### config.mk
export PLATFORM = sky130hd
export DESIGN_NAME = divider_unit_flat
export DESIGN_NICKNAME = d
export VERILOG_FILES = /design/src/rtl/div_pkg.sv /design/src/rtl/divider_unit_if.sv /design/src/rtl/div_datapath.sv /design/src/rtl/divider_unit.sv /design/src/flat_wrapper.sv
export SDC_FILE = /design/constraint.sdc
export NUM_CORES = 1
export LEC_CHECK = 0
export CAP_MARGIN = 20
export CORE_UTILIZATION = 53
export DETAILED_ROUTE_END_ITERATION = 7
export PLACE_DENSITY = 0.88
export SLEW_MARGIN = 30
export SYNTH_ARGS = -nofsm -noshare
export SYNTH_HDL_FRONTEND = slang
export SYNTH_HIERARCHICAL = 1
export SYNTH_SLANG_ARGS = --single-unit
### constraint.sdc
create_clock -name Clk -period 3 [get_ports Clk]
set_input_delay 0.45 -clock Clk [delete_from_list [all_inputs] [get_ports Clk]]
set_output_delay 0.45 -clock Clk [all_outputs]
set_load 0.02 [all_outputs]
### src/rtl/div_pkg.sv
// div_pkg: shared state encoding and default operand width for the restoring divider
package div_pkg;
    localparam int DIV_WIDTH = 8;
    typedef enum logic [1:0] {IDLE, SHIFT, SUB, DONE} div_state_t;
endpackage

### src/rtl/divider_unit_if.sv
// divider_unit_if: front-end bundle for the divider
//   master drives Run, ClearA_LoadB, Dividend, Divisor
//   slave returns Quotient, Remainder, Busy, Done, DivZero
interface divider_unit_if #(parameter int WIDTH = 8);
    logic             Run;
    logic             ClearA_LoadB;
    logic [WIDTH-1:0] Dividend;
    logic [WIDTH-1:0] Divisor;
    logic [WIDTH-1:0] Quotient;
    logic [WIDTH-1:0] Remainder;
    logic             Busy;
    logic             Done;
    logic             DivZero;
    modport master (output Run, ClearA_LoadB, Dividend, Divisor,
                    input  Quotient, Remainder, Busy, Done, DivZero);
    modport slave  (input  Run, ClearA_LoadB, Dividend, Divisor,
                    output Quotient, Remainder, Busy, Done, DivZero);
endinterface

### src/rtl/div_datapath.sv
// div_datapath: A/Q/M registers and WIDTH+1-bit trial subtractor
//   Clk, Reset_n           clock, async active-low reset
//   load, clear, shift, sub one-hot step controls from the FSM
//   dividend, divisor      operands captured on load
//   quotient, remainder    Q and low bits of A
//   div_zero               set when load sees a zero divisor
module div_datapath #(parameter int WIDTH = 8) (
    input  logic             Clk,
    input  logic             Reset_n,
    input  logic             load,
    input  logic             clear,
    input  logic             shift,
    input  logic             sub,
    input  logic [WIDTH-1:0] dividend,
    input  logic [WIDTH-1:0] divisor,
    output logic [WIDTH-1:0] quotient,
    output logic [WIDTH-1:0] remainder,
    output logic             div_zero
);
    logic [WIDTH:0]   a;
    logic [WIDTH-1:0] q;
    logic [WIDTH-1:0] m;
    logic [WIDTH:0]   d;
    logic             dz;

    assign dz = divisor == '0;
    assign d  = a - {1'b0, m};

    always_ff @(posedge Clk or negedge Reset_n) begin
        if (!Reset_n) begin
            a        <= '0;
            q        <= '0;
            m        <= '0;
            div_zero <= 1'b0;
        end else if (load) begin
            // zero divisor short-circuits to the result a full restoring pass would give
            a        <= dz ? {1'b0, dividend} : '0;
            q        <= dz ? '1 : dividend;
            m        <= divisor;
            div_zero <= dz;
        end else if (clear) begin
            a        <= '0;
            q        <= '0;
            div_zero <= 1'b0;
        end else if (shift) begin
            {a, q} <= {a[WIDTH-1:0], q, 1'b0};
        end else if (sub) begin
            // a negative trial difference restores by simply not writing A
            if (!d[WIDTH])
                a <= d;
            q[0] <= ~d[WIDTH];
        end
    end

    assign quotient  = q;
    assign remainder = a[WIDTH-1:0];
endmodule

### src/rtl/divider_unit.sv
// divider_unit: sequential unsigned restoring divider, one quotient bit per SHIFT/SUB pair
//   Clk, Reset_n  clock, async active-low reset
//   bus           slave side of divider_unit_if (Run/ClearA_LoadB/operands in, results/status out)
module divider_unit import div_pkg::*; #(parameter int WIDTH = DIV_WIDTH) (
    input logic             Clk,
    input logic             Reset_n,
    divider_unit_if.slave   bus
);
    localparam int             CW   = (WIDTH > 1) ? $clog2(WIDTH) : 1;
    localparam logic [CW-1:0]  LAST = CW'(WIDTH - 1);

    div_state_t    state;
    logic [CW-1:0] cnt;
    logic          load;
    logic          clear;

    always_ff @(posedge Clk or negedge Reset_n) begin
        if (!Reset_n) begin
            state <= IDLE;
            cnt   <= '0;
        end else begin
            case (state)
                IDLE: begin
                    cnt <= '0;
                    if (bus.Run)
                        state <= (bus.Divisor == '0) ? DONE : SHIFT;
                end
                SHIFT: state <= SUB;
                SUB: begin
                    if (cnt == LAST)
                        state <= DONE;
                    else begin
                        cnt   <= cnt + 1'b1;
                        state <= SHIFT;
                    end
                end
                default: if (!bus.Run) state <= IDLE;
            endcase
        end
    end

    always_comb begin
        load  = state == IDLE && bus.Run;
        clear = state == IDLE && !bus.Run && bus.ClearA_LoadB;
    end

    assign bus.Busy = state == SHIFT || state == SUB;
    assign bus.Done = state == DONE;

    div_datapath #(.WIDTH(WIDTH)) u_dp (
        .Clk       (Clk),
        .Reset_n   (Reset_n),
        .load      (load),
        .clear     (clear),
        .shift     (state == SHIFT),
        .sub       (state == SUB),
        .dividend  (bus.Dividend),
        .divisor   (bus.Divisor),
        .quotient  (bus.Quotient),
        .remainder (bus.Remainder),
        .div_zero  (bus.DivZero)
    );
endmodule
### src/flat_wrapper.sv
// flat-port wrapper written by rule: the top's interface ports become plain ports
module divider_unit_flat import div_pkg::*;
#(parameter int WIDTH = DIV_WIDTH)
  (Clk, Reset_n, bus_Run, bus_ClearA_LoadB, bus_Dividend, bus_Divisor, bus_Quotient, bus_Remainder, bus_Busy, bus_Done, bus_DivZero);
  divider_unit_if #(.WIDTH(WIDTH)) bus_i ();
  input logic Clk;
  input logic Reset_n;
  input wire logic [$bits(bus_i.Run)-1:0] bus_Run;
  input wire logic [$bits(bus_i.ClearA_LoadB)-1:0] bus_ClearA_LoadB;
  input wire logic [$bits(bus_i.Dividend)-1:0] bus_Dividend;
  input wire logic [$bits(bus_i.Divisor)-1:0] bus_Divisor;
  output wire logic [$bits(bus_i.Quotient)-1:0] bus_Quotient;
  output wire logic [$bits(bus_i.Remainder)-1:0] bus_Remainder;
  output wire logic [$bits(bus_i.Busy)-1:0] bus_Busy;
  output wire logic [$bits(bus_i.Done)-1:0] bus_Done;
  output wire logic [$bits(bus_i.DivZero)-1:0] bus_DivZero;
  assign bus_i.Run = bus_Run;
  assign bus_i.ClearA_LoadB = bus_ClearA_LoadB;
  assign bus_i.Dividend = bus_Dividend;
  assign bus_i.Divisor = bus_Divisor;
  assign bus_Quotient = bus_i.Quotient;
  assign bus_Remainder = bus_i.Remainder;
  assign bus_Busy = bus_i.Busy;
  assign bus_Done = bus_i.Done;
  assign bus_DivZero = bus_i.DivZero;
  divider_unit #(.WIDTH(WIDTH)) u_core (.Clk(Clk), .Reset_n(Reset_n), .bus(bus_i));
endmodule
# Word level (Yosys, flattened, before mapping)
# Cells that the tools add are included.
# totals
ff_bits,31
out_inout_bits,19
input_bits,20
elab_cells,53
# op_classes
n_reduce_logical,14
n_eq_ne,8
add_sub_neg,2
n_bitwise,1
mux,21
# op_table
cell,count
9-bit 2-to-1 mux,5
8-bit 2-to-1 mux,4
9-bit by 8-bit subtractor with 9-bit output,1
8-bit zero test,1
2-bit 2-to-1 mux,4
7-bit 2-to-1 mux,1
2-bit one-hot mux with 3 select lines,1
3-bit one-hot mux with 2 select lines,1
2-bit AND reduction,3
2-bit == test (second input constant),2
1-bit 2-to-1 mux,4
2-bit != test (second input constant),2
4-bit by 1-bit != test with 1-bit output (second input constant),1
4-bit by 2-bit != test with 1-bit output (second input constant),1
2-bit nonzero test,2
4-bit nonzero test,1
3-bit by 1-bit adder with 3-bit output (second input constant),1
3-bit == test (second input constant),1
1-bit logical AND,3
3-bit 2-to-1 mux,1
3-bit nonzero test,1
2-bit by 1-bit == test with 1-bit output (second input constant),1
2-bit zero test,1
1-bit zero test,1
2 further kinds,2

# Logic depth before layout (Yosys ltp)
# depth
word_depth,6
depth_mapped,10
depth_no_buf,9

# Modules after synthesis
# Netlist, hierarchy kept.
# by_module_without_submodules
mod,n_inst,cells_each,area_per_inst_um2,seq_area_each_um2
div_datapath,1,205,1875.5,650.6
divider_unit,1,39,400.4,125.1

# Worst setup path before layout
# Ideal clock, no wire load.
# synth_timing
path_kind,register -> register
from,register u_core.state[0]
to,register u_core.u_dp.a[1]
synth_period_minus_slack_ps,2416
path_slack_ps,584
path_buffers,1
arrival_time_ps,2291
path_stages_with_launch,10
required_ps,2875
cell_sequence,dfrtp_1 inv_1 ha_1 nor2b_4 and2_2 or3_1 buf_6 a211o_4 nor2_4 mux2_4
# synth_between
elab_chain_cells,5
# synth_rtl
item,line,rtl
from (decl),divider_unit.sv:12,div_state_t state;
from (signal assigned),divider_unit.sv:26,state <= (bus.Divisor == '0) ? DONE : SHIFT;
2-bit zero test *,divider_unit.sv:44,clear = state == IDLE && !bus.Run && bus.ClearA_LoadB;
1-bit logical AND * (2 in series),divider_unit.sv:44,
net u_core.clear,divider_unit.sv:15,logic clear;
4-bit by 2-bit != test with 1-bit output (no line) (tied with other cells),--,
2-bit AND reduction (no line) or 9-bit 2-to-1 mux (tied branches),--,
to (signal assigned),div_datapath.sv:37,"a <= dz ? {1'b0, dividend} : '0;"
to (signal assigned),div_datapath.sv:46,"{a, q} <= {a[WIDTH-1:0], q, 1'b0};"
to (decl),div_datapath.sv:20,logic [WIDTH:0] a;
# The timed path passes the listed nets; every way through them passes the cells marked *.
# A chain may end at the register's enable or synchronous reset.

# Final worst setup path
# layout_timing
from,register u_core.u_dp.a[0]
to,register u_core.u_dp.a[1]
# layout_between
elab_chain_cells,6
# layout_rtl
item,line,rtl
9-bit by 8-bit subtractor with 9-bit output,div_datapath.sv:27,"assign d = a - {1'b0, m};"
9-bit 2-to-1 mux,div_datapath.sv:49,if (!d[WIDTH])
9-bit 2-to-1 mux,div_datapath.sv:47,end else if (sub) begin
9-bit 2-to-1 mux,div_datapath.sv:45,end else if (shift) begin
9-bit 2-to-1 mux,div_datapath.sv:41,end else if (clear) begin
9-bit 2-to-1 mux,div_datapath.sv:35,end else if (load) begin
# Several ways; a longest one is shown, not always the timed one. The select of a mux whose other input is x is not followed.

==> metrics.yaml <==
synth:
  syn-num-nets: 280
  synth_edf_count: 0
  synthDominantCellAreaShare_pct: 34.1
  synth-seq-cells: 31
  syn_inst: 244
  synth_seq_area_share_pct: 34.1
  synth_async_sr_flop_share_pct: 100
  yosysWarnings: 6
  yosysTopAreaCell: "dfrtp_1"
  netlist_area_mm2: 0.00228
  avgSynthCellArea_um2: 9.33
  synthFlopType: "dfrtp_1"
  synth.area.top_cells: "dfrtp_1, ha_1, o21ai_0"
  synth.distinct_cells: 55
clock_network:
  cts_tree: "built"
  numCtsBuffers: 5
  ctsResizeCount: 0
  clk_pin_slew_ps: 60
  cts_hold_buffers: 0
  cts.sinks: 31
  clk_latency_ps: 290
  cts_root_buffer: "clkbuf_8"
  htree_levels: 2
  postCtsSetupBuffers: 0
  cts_buffer_depth: 2
drt:
  wirelength_mm: 5.98
  drcViolationCount: 0
  detail-route-antenna-nets: 0
  first_pass_iters: 7
  num_vias: 2094
  drtIter0Drc: 211
  vias_per_cell: 6.38
  routedWlPerCell_um: 18.2
min_path:
  hold_path_end: "u_core/u_dp/div_zero"
  worst_hold_path_type: "reg2reg"
  hp-start: "u_core/u_dp/div_zero"
  worst_hold_path.num_cells: 1
final_layout:
  mostFrequentLayoutCells: "clkdlybuf4s50_1, dfrtp_1, o21ai_0"
  stdcell_count: 328
  finalInstanceArea_mm2: 0.00275
  layout-drive-gt1-share_pct: 10.8
  final_common_cell: "clkdlybuf4s50_1"
  nets: 313
  regArea_um2: 776
  antenna_cells: 0
  multi_input_area_mm2: 0.00133
  final_core_util_pct: 67.7
  syn2layout_area_growth_pct: 20.6
  n_fill_cell: 300
flow_run:
  cap_violations: 0
pwr:
  leakage_nw: 1.20
  switching_power_mw: 1.65
  combPwrFrac_pct: 67.7
  ir_drop_uv: 719
  seqPwrFrac_pct: 22.2
  p_per_area_mw_per_mm2: 1300
  intPower_mw: 1.92
  p_sw_share_pct: 46.3
  power_frac_clock_pct: 10.1
die:
  coreArea_mm2: 0.00406
  rows: 23
  initial_core_util_pct: 56.1
  dieArea_mm2: 0.00456
  io_pins: 39
  die_x_um: 67.5
  dieHeight_um: 67.5
timing:
  worst-slew-pin-transition_ps: 629
  relSlewSlack_pct: 57.7
  grt_setup_unrepaired: "no"
  slew_violations: 0
  final_hold_viol_count: 0
  max_freq_mhz: 384
  fin_skew_ps: 12.7
  setup_violations: 0
  finalCriticalPeriod_ps: 2600
  fin_crit_sh_pct: 86.7
  fin_tns_setup_ps: 0
global_routing:
  grt_use_total_pct: 28.0
  grt_max_degree: 32
  grt_antenna_before_repair: 0
  grt_first_pass_wirelength_mm: 9.27
  grt_overflow: 0
  grt_pass1_vias: 1919
setup_path:
  critPathLaunchType: "register"
  path_class: "reg2reg"
  crit_top_cell: "inv_1"
  r2r-end: "u_core/u_dp/a[1]"
  rrSetupSlack_ps: 400
  path_buf_inv: 2
  reg2regPathDepth: 9
  crit_required_ps: 3160
  cp_slowest_cell: "fa_1"
  crit_fanout: 4
  worstReg2RegStart: "u_core/u_dp/a[0]"
  arrival_ps: 2770
  end_kind: "register"
  crit_chain: "inv_1, ha_1, inv_1, fa_1, a211oi_1, nor4_1, a211o_4, nor2_4, mux2_4"
  cpPeakStageDelay_ps: 420
  critical_path.top_delay_family: "compound AO/OA/AOI/OAI gates"
place:
  gp_congestion: 0.957
  dp_hpwl_mm: 4.27
  port_buffers: 38
  place_inst: 320
  dpl_cell_area_mm2: 0.00265
status:
  status: "finished clean"
## layer usage
| metal | part of all wire, % | wire, µm | vias up | global-route usage [%] |
|---|---|---|---|---|
| li1 | - | - | 967 | - |
| met1 | 42 | 2540 | 993 | 37.7 |
| met2 | 47 | 2830 | 111 | 44.1 |
| met3 | 7.7 | 462 | 23 | 4.90 |
| met4 | 2.4 | 142 | 0 | 11.7 |
| met5 | 0 | 0 | - | 0 |
## flip-flops by register name, indices dropped and copies added (netlist names)
register,flops
u_core/cnt,3
u_core/state,2
u_core/u_dp/a,9
u_core/u_dp/div_zero,1
u_core/u_dp/m,8
u_core/u_dp/quotient,8
## through the flow
step	power [mW]	hold slack, ps	setup slack, ps
3_3_place_gp	3.04	502	417
6_report	3.57	516	398
4_1_cts	3.53	528	411
2_1_floorplan	2.52	154	584
5_1_grt	3.80	525	285
3_5_place_dp	3.11	507	369
## power groups by stage
stage                     registers [mW]  logic [mW]  clock network (mW)
after floorplan                    0.808        1.71                   0
final                              0.792        2.42               0.362
after CTS                          0.786        2.37               0.367
after detailed placement           0.790        2.32                   0
after global placement             0.785        2.26                   0
after global routing               0.812        2.60               0.386
## how the worst max path moves through the flow
stage                                 from          endpoint  slack, ps  cells after the start
after detailed placement           bus_Run  u_core/u_dp/a[1]        370                      7
after floorplan            u_core/state[0]  u_core/u_dp/a[1]        580                      9
after CTS                 u_core/u_dp/a[0]  u_core/u_dp/a[1]        410                      9
after global routing       u_core/state[0]  u_core/u_dp/a[4]        280                      9
final                     u_core/u_dp/a[0]  u_core/u_dp/a[1]        400                      9
after global placement             bus_Run  u_core/u_dp/a[1]        420                      7
## cell families after synthesis
group / synth area share, %
AOI/OAI and AO/OA: 24.7
and+or+nand+nor: 17.3
buffers and inverters: 7.70
xor gates and xnor gates: 1.15
adders and majority gates: 9.13
muxes: 5.94
DFF: 34.1
## cell usage after synthesis, types with 2 or more instances
cell type  number
a211o_1         2
a211oi_1        6
a21o_1          2
a21oi_1        14
a221oi_1        8
a22o_1          7
a22oi_1         3
a31oi_1         2
and2_2          2
and3_1          4
buf_2           2
buf_4           9
buf_6           2
clkbuf_1        5
dfrtp_1        31
ha_1           15
inv_1          15
mux2_2          5
mux2_4          3
mux2i_1         2
nand2_1        16
nand2b_1        4
nand3_1         5
nor2_1         13
nor3_1          6
nor3b_1         2
nor4_1          2
o21a_1          4
o21ai_0        20
o31ai_1         3
or3_1           4
xnor2_1         3
## cell type report
type	count	share of cell area (%)
Sequential cell	31	28.3
Inverter	15	2.05
Tap cell	50	2.28
Multi-Input combinational cell	180	48.3
Timing Repair Buffer	44	15.5
Clock buffer	8	3.65
Note: power is estimated with default switching activity, not from simulation.
